==> src/rtl/uart_crc_rx.sv <==
`default_nettype none
// ============================================================================
// Module   : uart_crc_rx
// Purpose  : UART receiver for frames of start, DATA_W data bits, CRC_W CRC
//            bits (both LSB first) and a stop bit, with CRC check and a
//            one-entry valid/ready holding register.
// Revision : 1.0 - initial release
// ============================================================================
module uart_crc_rx #(
   parameter int               CLKS_PER_BIT = 1042,
   parameter int               DATA_W       = 8,
   parameter int               CRC_W        = 4,
   parameter logic [CRC_W-1:0] CRC_POLY     = 4'h3,
   parameter logic [CRC_W-1:0] CRC_INIT     = 4'h0
) (
   input  logic              clk,
   input  logic              rst,
   input  logic              rx,
   output logic [DATA_W-1:0] data_out,
   output logic              out_valid,
   input  logic              out_ready,
   output logic              crc_error,
   output logic              frame_error,
   output logic              overrun,
   output logic              busy
);

   localparam int c_CNT_W    = $clog2(CLKS_PER_BIT);
   localparam int c_BITS_MAX = (DATA_W > CRC_W) ? DATA_W : CRC_W;
   localparam int c_BIT_W    = (c_BITS_MAX > 1) ? $clog2(c_BITS_MAX) : 1;

   localparam logic [c_CNT_W-1:0] c_HALF      = c_CNT_W'(CLKS_PER_BIT / 2 - 1);
   localparam logic [c_CNT_W-1:0] c_FULL      = c_CNT_W'(CLKS_PER_BIT - 1);
   localparam logic [c_BIT_W-1:0] c_DATA_LAST = c_BIT_W'(DATA_W - 1);
   localparam logic [c_BIT_W-1:0] c_CRC_LAST  = c_BIT_W'(CRC_W - 1);

   typedef enum logic [2:0] {
      S_IDLE  = 3'd0,
      S_START = 3'd1,
      S_DATA  = 3'd2,
      S_CRC   = 3'd3,
      S_STOP  = 3'd4
   } state_t;

   state_t              r_state, w_state;
   logic                r_rx_meta, r_rxs;
   logic [c_CNT_W-1:0]  r_clk_cnt, w_clk_cnt;
   logic [c_BIT_W-1:0]  r_bit_cnt, w_bit_cnt;
   logic [DATA_W-1:0]   r_data_sr, w_data_sr;
   logic [CRC_W-1:0]    r_rx_crc, w_rx_crc;
   logic [CRC_W-1:0]    r_crc, w_crc;
   logic [DATA_W-1:0]   r_data_out, w_data_out;
   logic                r_out_valid, w_out_valid;
   logic                r_crc_error, w_crc_error;
   logic                r_frame_error, w_frame_error;
   logic                r_overrun, w_overrun;

   logic                w_bit_tick;
   logic                w_fb;
   logic [CRC_W-1:0]    w_crc_step;
   logic [DATA_W-1:0]   w_data_bit;
   logic [CRC_W-1:0]    w_crc_bit;

   always_ff @(posedge clk) begin
      if (rst) begin
         r_rx_meta     <= 1'b1;
         r_rxs         <= 1'b1;
         r_state       <= S_IDLE;
         r_clk_cnt     <= '0;
         r_bit_cnt     <= '0;
         r_data_sr     <= '0;
         r_rx_crc      <= '0;
         r_crc         <= CRC_INIT;
         r_data_out    <= '0;
         r_out_valid   <= 1'b0;
         r_crc_error   <= 1'b0;
         r_frame_error <= 1'b0;
         r_overrun     <= 1'b0;
      end else begin
         r_rx_meta     <= rx;
         r_rxs         <= r_rx_meta;
         r_state       <= w_state;
         r_clk_cnt     <= w_clk_cnt;
         r_bit_cnt     <= w_bit_cnt;
         r_data_sr     <= w_data_sr;
         r_rx_crc      <= w_rx_crc;
         r_crc         <= w_crc;
         r_data_out    <= w_data_out;
         r_out_valid   <= w_out_valid;
         r_crc_error   <= w_crc_error;
         r_frame_error <= w_frame_error;
         r_overrun     <= w_overrun;
      end
   end

   always_comb begin
      w_state       = r_state;
      w_clk_cnt     = r_clk_cnt;
      w_bit_cnt     = r_bit_cnt;
      w_data_sr     = r_data_sr;
      w_rx_crc      = r_rx_crc;
      w_crc         = r_crc;
      w_data_out    = r_data_out;
      w_out_valid   = r_out_valid;
      w_crc_error   = r_crc_error;
      w_frame_error = 1'b0;
      w_overrun     = r_overrun;

      w_bit_tick = (r_clk_cnt == c_FULL);
      // New bits enter at the MSB so the first bit received ends up at bit 0.
      w_data_bit             = '0;
      w_data_bit[DATA_W-1]   = r_rxs;
      w_crc_bit              = '0;
      w_crc_bit[CRC_W-1]     = r_rxs;
      w_fb       = r_crc[CRC_W-1] ^ r_rxs;
      w_crc_step = (r_crc << 1) ^ (w_fb ? CRC_POLY : '0);

      if (r_out_valid && out_ready) begin
         w_out_valid = 1'b0;
      end

      case (r_state)
         S_IDLE: begin
            if (!r_rxs) begin
               w_state   = S_START;
               w_clk_cnt = '0;
               w_bit_cnt = '0;
               w_crc     = CRC_INIT;
            end
         end
         S_START: begin
            if (r_clk_cnt == c_HALF) begin
               w_clk_cnt = '0;
               w_state   = r_rxs ? S_IDLE : S_DATA;
            end else begin
               w_clk_cnt = r_clk_cnt + c_CNT_W'(1);
            end
         end
         S_DATA: begin
            if (w_bit_tick) begin
               w_clk_cnt = '0;
               w_data_sr = (r_data_sr >> 1) | w_data_bit;
               w_crc     = w_crc_step;
               if (r_bit_cnt == c_DATA_LAST) begin
                  w_bit_cnt = '0;
                  w_state   = S_CRC;
               end else begin
                  w_bit_cnt = r_bit_cnt + c_BIT_W'(1);
               end
            end else begin
               w_clk_cnt = r_clk_cnt + c_CNT_W'(1);
            end
         end
         S_CRC: begin
            if (w_bit_tick) begin
               w_clk_cnt = '0;
               w_rx_crc  = (r_rx_crc >> 1) | w_crc_bit;
               if (r_bit_cnt == c_CRC_LAST) begin
                  w_bit_cnt = '0;
                  w_state   = S_STOP;
               end else begin
                  w_bit_cnt = r_bit_cnt + c_BIT_W'(1);
               end
            end else begin
               w_clk_cnt = r_clk_cnt + c_CNT_W'(1);
            end
         end
         S_STOP: begin
            if (w_bit_tick) begin
               w_clk_cnt = '0;
               w_state   = S_IDLE;
               if (r_rxs) begin
                  // A frame may load on the same edge the held one is taken.
                  if (!r_out_valid || out_ready) begin
                     w_data_out  = r_data_sr;
                     w_crc_error = (r_rx_crc != r_crc);
                     w_out_valid = 1'b1;
                  end else begin
                     w_overrun = 1'b1;
                  end
               end else begin
                  w_frame_error = 1'b1;
               end
            end else begin
               w_clk_cnt = r_clk_cnt + c_CNT_W'(1);
            end
         end
         default: begin
            w_state = S_IDLE;
         end
      endcase
   end

   assign data_out    = r_data_out;
   assign out_valid   = r_out_valid;
   assign crc_error   = r_crc_error;
   assign frame_error = r_frame_error;
   assign overrun     = r_overrun;
   assign busy        = (r_state != S_IDLE);

endmodule
`default_nettype wire

==> config.mk <==
export PLATFORM = sky130hd
export DESIGN_NAME = uart_crc_rx
export DESIGN_NICKNAME = d
export VERILOG_FILES = /design/src/rtl/uart_crc_rx.sv
export SDC_FILE = /design/constraint.sdc
export NUM_CORES = 1
export LEC_CHECK = 0
export BUFFER_PORTS_ARGS = -buffer_cell sky130_fd_sc_hd__buf_2
export CAP_MARGIN = 25
export CORE_AREA = 10 10 95 97
export CTS_BUF_LIST = sky130_fd_sc_hd__clkbuf_16
export DETAILED_ROUTE_END_ITERATION = 16
export DIE_AREA = 0 0 105 107
export SLEW_MARGIN = 20
export SYNTH_ARGS = -nofsm -noshare
export SYNTH_HDL_FRONTEND = slang
export SYNTH_SLANG_ARGS = --single-unit
==> constraint.sdc <==
create_clock -name clk -period 1.9 [get_ports clk]
set_input_delay 0.285 -clock clk [delete_from_list [all_inputs] [get_ports clk]]
set_output_delay 0.285 -clock clk [all_outputs]
set_load 0.1 [all_outputs]
* Yosys cells after proc, flatten, opt, wreduce, memory -nomap -nowiden
Cells that the tools add are included.
** Storage, ports and cells
- Flip-flop bits (word level) :: 47
- Bits of input ports :: 4
- Logic and storage cells :: 85
** Operators by class
- $add $sub $neg :: 2
- Equal/unequal tests :: 16
- Bitwise operators :: 7
- Reductions and logical operators :: 18
- Mux-type cells :: 29
** Operators by type and width (number)
- $mux W3 :: 12
- $mux W11 :: 3
- $pmux W11 S3 :: 1
- $pmux W3 S5 :: 1
- $ne A2 B2 Y1 const B :: 7
- $reduce_and A4 Y1 :: 3
- $add A11 B1 Y11 const B :: 1
- $eq A11 B10 Y1 const B :: 1
- $eq A11 B11 Y1 const B :: 1
- $eq A3 B2 Y1 const B :: 3
- $pmux W3 S3 :: 1
- $reduce_bool A3 Y1 :: 3
- $mux W4 :: 2
- $or A7 B8 Y8 :: 1
- $pmux W4 S2 :: 1
- $reduce_and A7 Y1 :: 1
- $eq A3 B3 Y1 const B :: 2
- $mux W1 :: 6
- $reduce_and A2 Y1 :: 3
- $reduce_or A3 Y1 :: 2
- $mux W2 :: 2
- $ne A4 B4 Y1 :: 1
- $or A3 B4 Y4 :: 1
- $xor A4 B2 Y4 :: 1
- 10 further kinds :: 12

* Depth between registers and ports, before layout
- Depth in word-level cells :: 6
- Gate-level depth with buffers :: 8
- Mapped depth without buffers :: 7

* Worst setup path after synthesis
Ideal clock, no wire load.
- Path kind :: register to register
- From :: reg r_clk_cnt[6]
- To :: reg r_state[1]
- Arrival time :: 1.958 ns
- Slack :: -0.153 ns
- Path buffers :: 0
- Cell stages (with the launch flop) :: 6
- Clock period less this slack :: 2.053 ns
- Library setup time :: 0.096 ns
- Cell sequence :: dfxtp_1 > or4_4 > or4_4 > a32oi_2 > nand3_2 > o41ai_2
** Between the ends
- Longest elaborated chain between the ends :: 3
- Elaborated cells between the ends (all ways) :: 7
- Those cells by class :: 6 x eq/ne; 1 x reduce/logical
** RTL lines
- start, declared :: RTL line 47 : logic [c_CNT_W-1:0] r_clk_cnt, w_clk_cnt;
- start signal, assigned :: RTL line 83 : r_clk_cnt <= w_clk_cnt;
- $eq A11 B10 Y1 or $eq A11 B11 Y1 (tied branches) :: RTL line 132, 109
- $ne A2 B2 Y1 (no line)
- $reduce_and A7 Y1 (no line) (*)
- end signal, assigned :: RTL line 82 : r_state <= w_state;
- end, declared :: RTL line 45 : state_t r_state, w_state;
Every way passes the cells marked *; elsewhere a longest branch is shown, timed or not.
A chain may end at the register's enable or synchronous reset.

* Worst setup path in the final report
- From :: reg r_clk_cnt[8]
- To :: reg r_clk_cnt[1]
** Between the ends
- Longest elaborated chain between the ends :: 3
- Elaborated cells between the ends (all ways) :: 5
- Those cells by class :: 2 x eq/ne; 3 x mux
** RTL lines
- $eq A11 B11 Y1 or $eq A11 B10 Y1 (tied branches) :: RTL line 109, 132
- $mux W11, on equally long branches
- $pmux W11 S3 (*) :: RTL line 122 : case (r_state)
Marked as above.

==> metrics <==
Tmin final around 2.0 ns; initial cell density of the core a little over 30%; most frequent cell on the critical path or4_4; Routed WL 4.495 mm; Post-synth EDFFs 0; routed length per instance about 12 um; later-pin clock latency in the skew report between 0.2 and 0.3 ns; Final HPWL DP 3.181 mm; Die Ht around 110 um; share of cells above drive strength 1 between 20 and 30%; Detailed Routing Iterations Pass 1 4; Pins Over Slew Limit 0; FF+latch count, synth 47; first-pass GRT wire length 7.879 mm; Avg Cell Area, Syn around 9.1 um^2; Bufs and invs on worst path 0; vias in the first global route 1686; Vias/cell approximately 4.7; fill count 727; Peak Freq about 500 MHz; total gr overflow 0; CTS tree built; PD cells ~860 nW/um^2; register area approximately 940 um^2; DRT iter0 DRCs 64; initial antenna violation count 0; unrepaired setup endpoints after global routing true; crit-path max cell delay roughly 0.52 ns; violated checks negative setup slack; Setup crit start kind register; syn_nets ~250; Vias around 1700; max_slew headroom 66.75%; H-tree levels 2; YS warnings 0; die width 105 um; ANT cells 0; Leak ~0.0011 uW; Max Cap Violations 0; area delta synth->final 30.33%; sw frac between 20% and 30%; Crit path max-delay family simple AND/OR/NAND/NOR gates; synth unique cells 43; dominant synthesized flop cell dfxtp_1; # setup viols final 17; largest net degree at the start of global routing 25; clk sink count 47; Root Buffer clkbuf_16; Mapped Cells about 240; Int Pwr around 1800 uW; Seq/Total Area, Yosys 43.70%; Power Total ~2400 uW; Mapped Area approximately 2200 um^2; Comb pwr share around 16%; Ports 17; IO buf count 16; placed inst area between 2000 and 3000 um^2; asr flop ratio synth 0%; number of routed nets with antenna violations 0; GPL Wtd Cong approximately 0.79; Final Hold Viols 0; Worst EP required about 2.1 ns; Worst Path Arrival roughly 2.2 ns; Layout Utilization ~39%; die area roughly 11000 um^2; Hold WC Path Type primary input to register; Clock Pin Slew Worst Setup and Hold Paths ~0.06 ns; commonest non-fill, non-tap cell in the layout dfxtp_1; CP max stage cell or4_4; outcome finished, violations left; Final Hold Slack around 0.19 ns; Post-route DRC 0; Net Switching roughly 620 uW; Worst Setup End Kind register; Setup CP Type register to register; Final Cycle Share 105.2%; most frequent cells in the layout dfxtp_1 (46), nor2_1 (31), buf_4 (28), a21oi_1 (19); Worst-Margin Slew approximately 0.50 ns; Core Area between 7000 and 8000 um^2; placed insts between 300 and 400; Worst Skew 0.009406 ns; Worst VDD drop 0.4394 mV; area of the multi-input gates 1231 um^2; Final nets 286; sequential power share between 40 and 50%; post-route insts no fill between 300 and 400; post-route setup slack -0.09943 ns; worst-path maximum fanout 11; Clk pwr share between 40% and 50%; Longest Clk Path Bufs 2; Cell Rows 31; Tot GR Track Use 8.268%; TritonCTS Buffers 5; fin area 2806 um^2; Critical Path, Cell by Cell or4_4, or4_4, a32oi_4, a31o_4, nor2_1
==> stage by stage <==
step	setup slack, ns	TNS (ns)
2_1_floorplan	-0.08737	-0.9730
3_3_place_gp	-0.1306	-1.774
3_5_place_dp	-0.1791	-2.661
4_1_cts	-0.09436	-1.270
5_1_grt	-0.1847	-4.381
6_report	-0.09943	-1.327
==> per-layer routing <==
metal  up-vias  GRT usage, %  wire [um]
li1        901             -          -
met1       814         10.36       2258
met2        23         12.88       1986
met3         6         2.695        181
met4         0         3.235         68
met5         -             0          0
==> layout make-up <==
type                    instances  area share [%]
multi-input cells             170           43.87
well taps                      99           4.414
flip-flops and latches         47           33.57
clock inverters                 3           1.650
clock buffers                   5           4.458
repair buffers                 46           11.37
inverters                       5          0.6687
==> kinds of logic (layout without fill, tap and decap cells) <==
logic type / count (synthesis) / after routing / share of synthesized area (%)
AO/OA/AOI/OAI: 37 / 37 / 11.91
adder cells (fa/ha/maj): 7 / 7 / 4.067
buffers and inverters: 19 / 59 / 3.660
XOR/XNOR: 16 / 16 / 6.508
multiplexers: 15 / 15 / 6.973
flip-flops: 47 / 47 / 43.70
AND/OR/NAND/NOR: 95 / 95 / 23.18
==> cell usage after synthesis (4+ instances only) <==
| library cell | n | area (um^2) |
|---|---|---|
| xnor2_1 | 7 | 61.31 |
| dfxtp_1 | 47 | 940.9 |
| mux2i_1 | 15 | 150.1 |
| nor2_1 | 32 | 120.1 |
| inv_1 | 5 | 18.77 |
| o21ai_0 | 4 | 20.02 |
| clkbuf_1 | 9 | 33.78 |
| xor2_1 | 9 | 78.83 |
| o211ai_1 | 4 | 30.03 |
| ha_1 | 7 | 87.58 |
| nand2_1 | 19 | 71.32 |
| a21oi_1 | 20 | 100.1 |
| nand3_1 | 14 | 70.07 |
| nand2b_1 | 4 | 25.02 |
==> registers in the layout, summed over array words and instances, names as in the netlist <==
name / count
r_data_sr: 8
frame_error: 1
r_rx_meta: 1
r_clk_cnt: 11
r_bit_cnt: 3
data_out: 8
r_rxs: 1
r_crc: 4
overrun: 1
out_valid: 1
r_rx_crc: 4
crc_error: 1
r_state: 3
==> final timing paths <==
kind	cells after the start	slack, ns	startpoint	end
setup / recovery	5	-0.1	r_clk_cnt[8]$_SDFFE_PP0P_	r_clk_cnt[1]$_SDFFE_PP0P_
hold / removal	2	0.19	rx	r_rx_meta$_SDFF_PP1_
hold reg to reg	1	0.41	r_rx_meta$_SDFF_PP1_	r_rxs$_SDFF_PP1_
setup reg to reg	5	-0.1	r_clk_cnt[8]$_SDFFE_PP0P_	r_clk_cnt[1]$_SDFFE_PP0P_
==> power by group through the flow <==
| stage | clock network, uW | logic, uW | registers [uW] |
|---|---|---|---|
| 6_report | 1010 | 378 | 1020 |
| 5_1_grt | 1070 | 415 | 1020 |
| 4_1_cts | 1030 | 348 | 1020 |
| 3_5_place_dp | 0 | 339 | 1040 |
| 3_3_place_gp | 0 | 336 | 1040 |
| 2_1_floorplan | 0 | 234 | 1050 |
==> what timing repair did <==
action	4_1_cts	5_1_grt
cloned	0	0
gates resized for setup	7	18
hold buffers	0	0
setup endpoints to repair	37	44
pin swaps	6	6
setup buffers	1	2
Power figures use the tool's default switching activity.
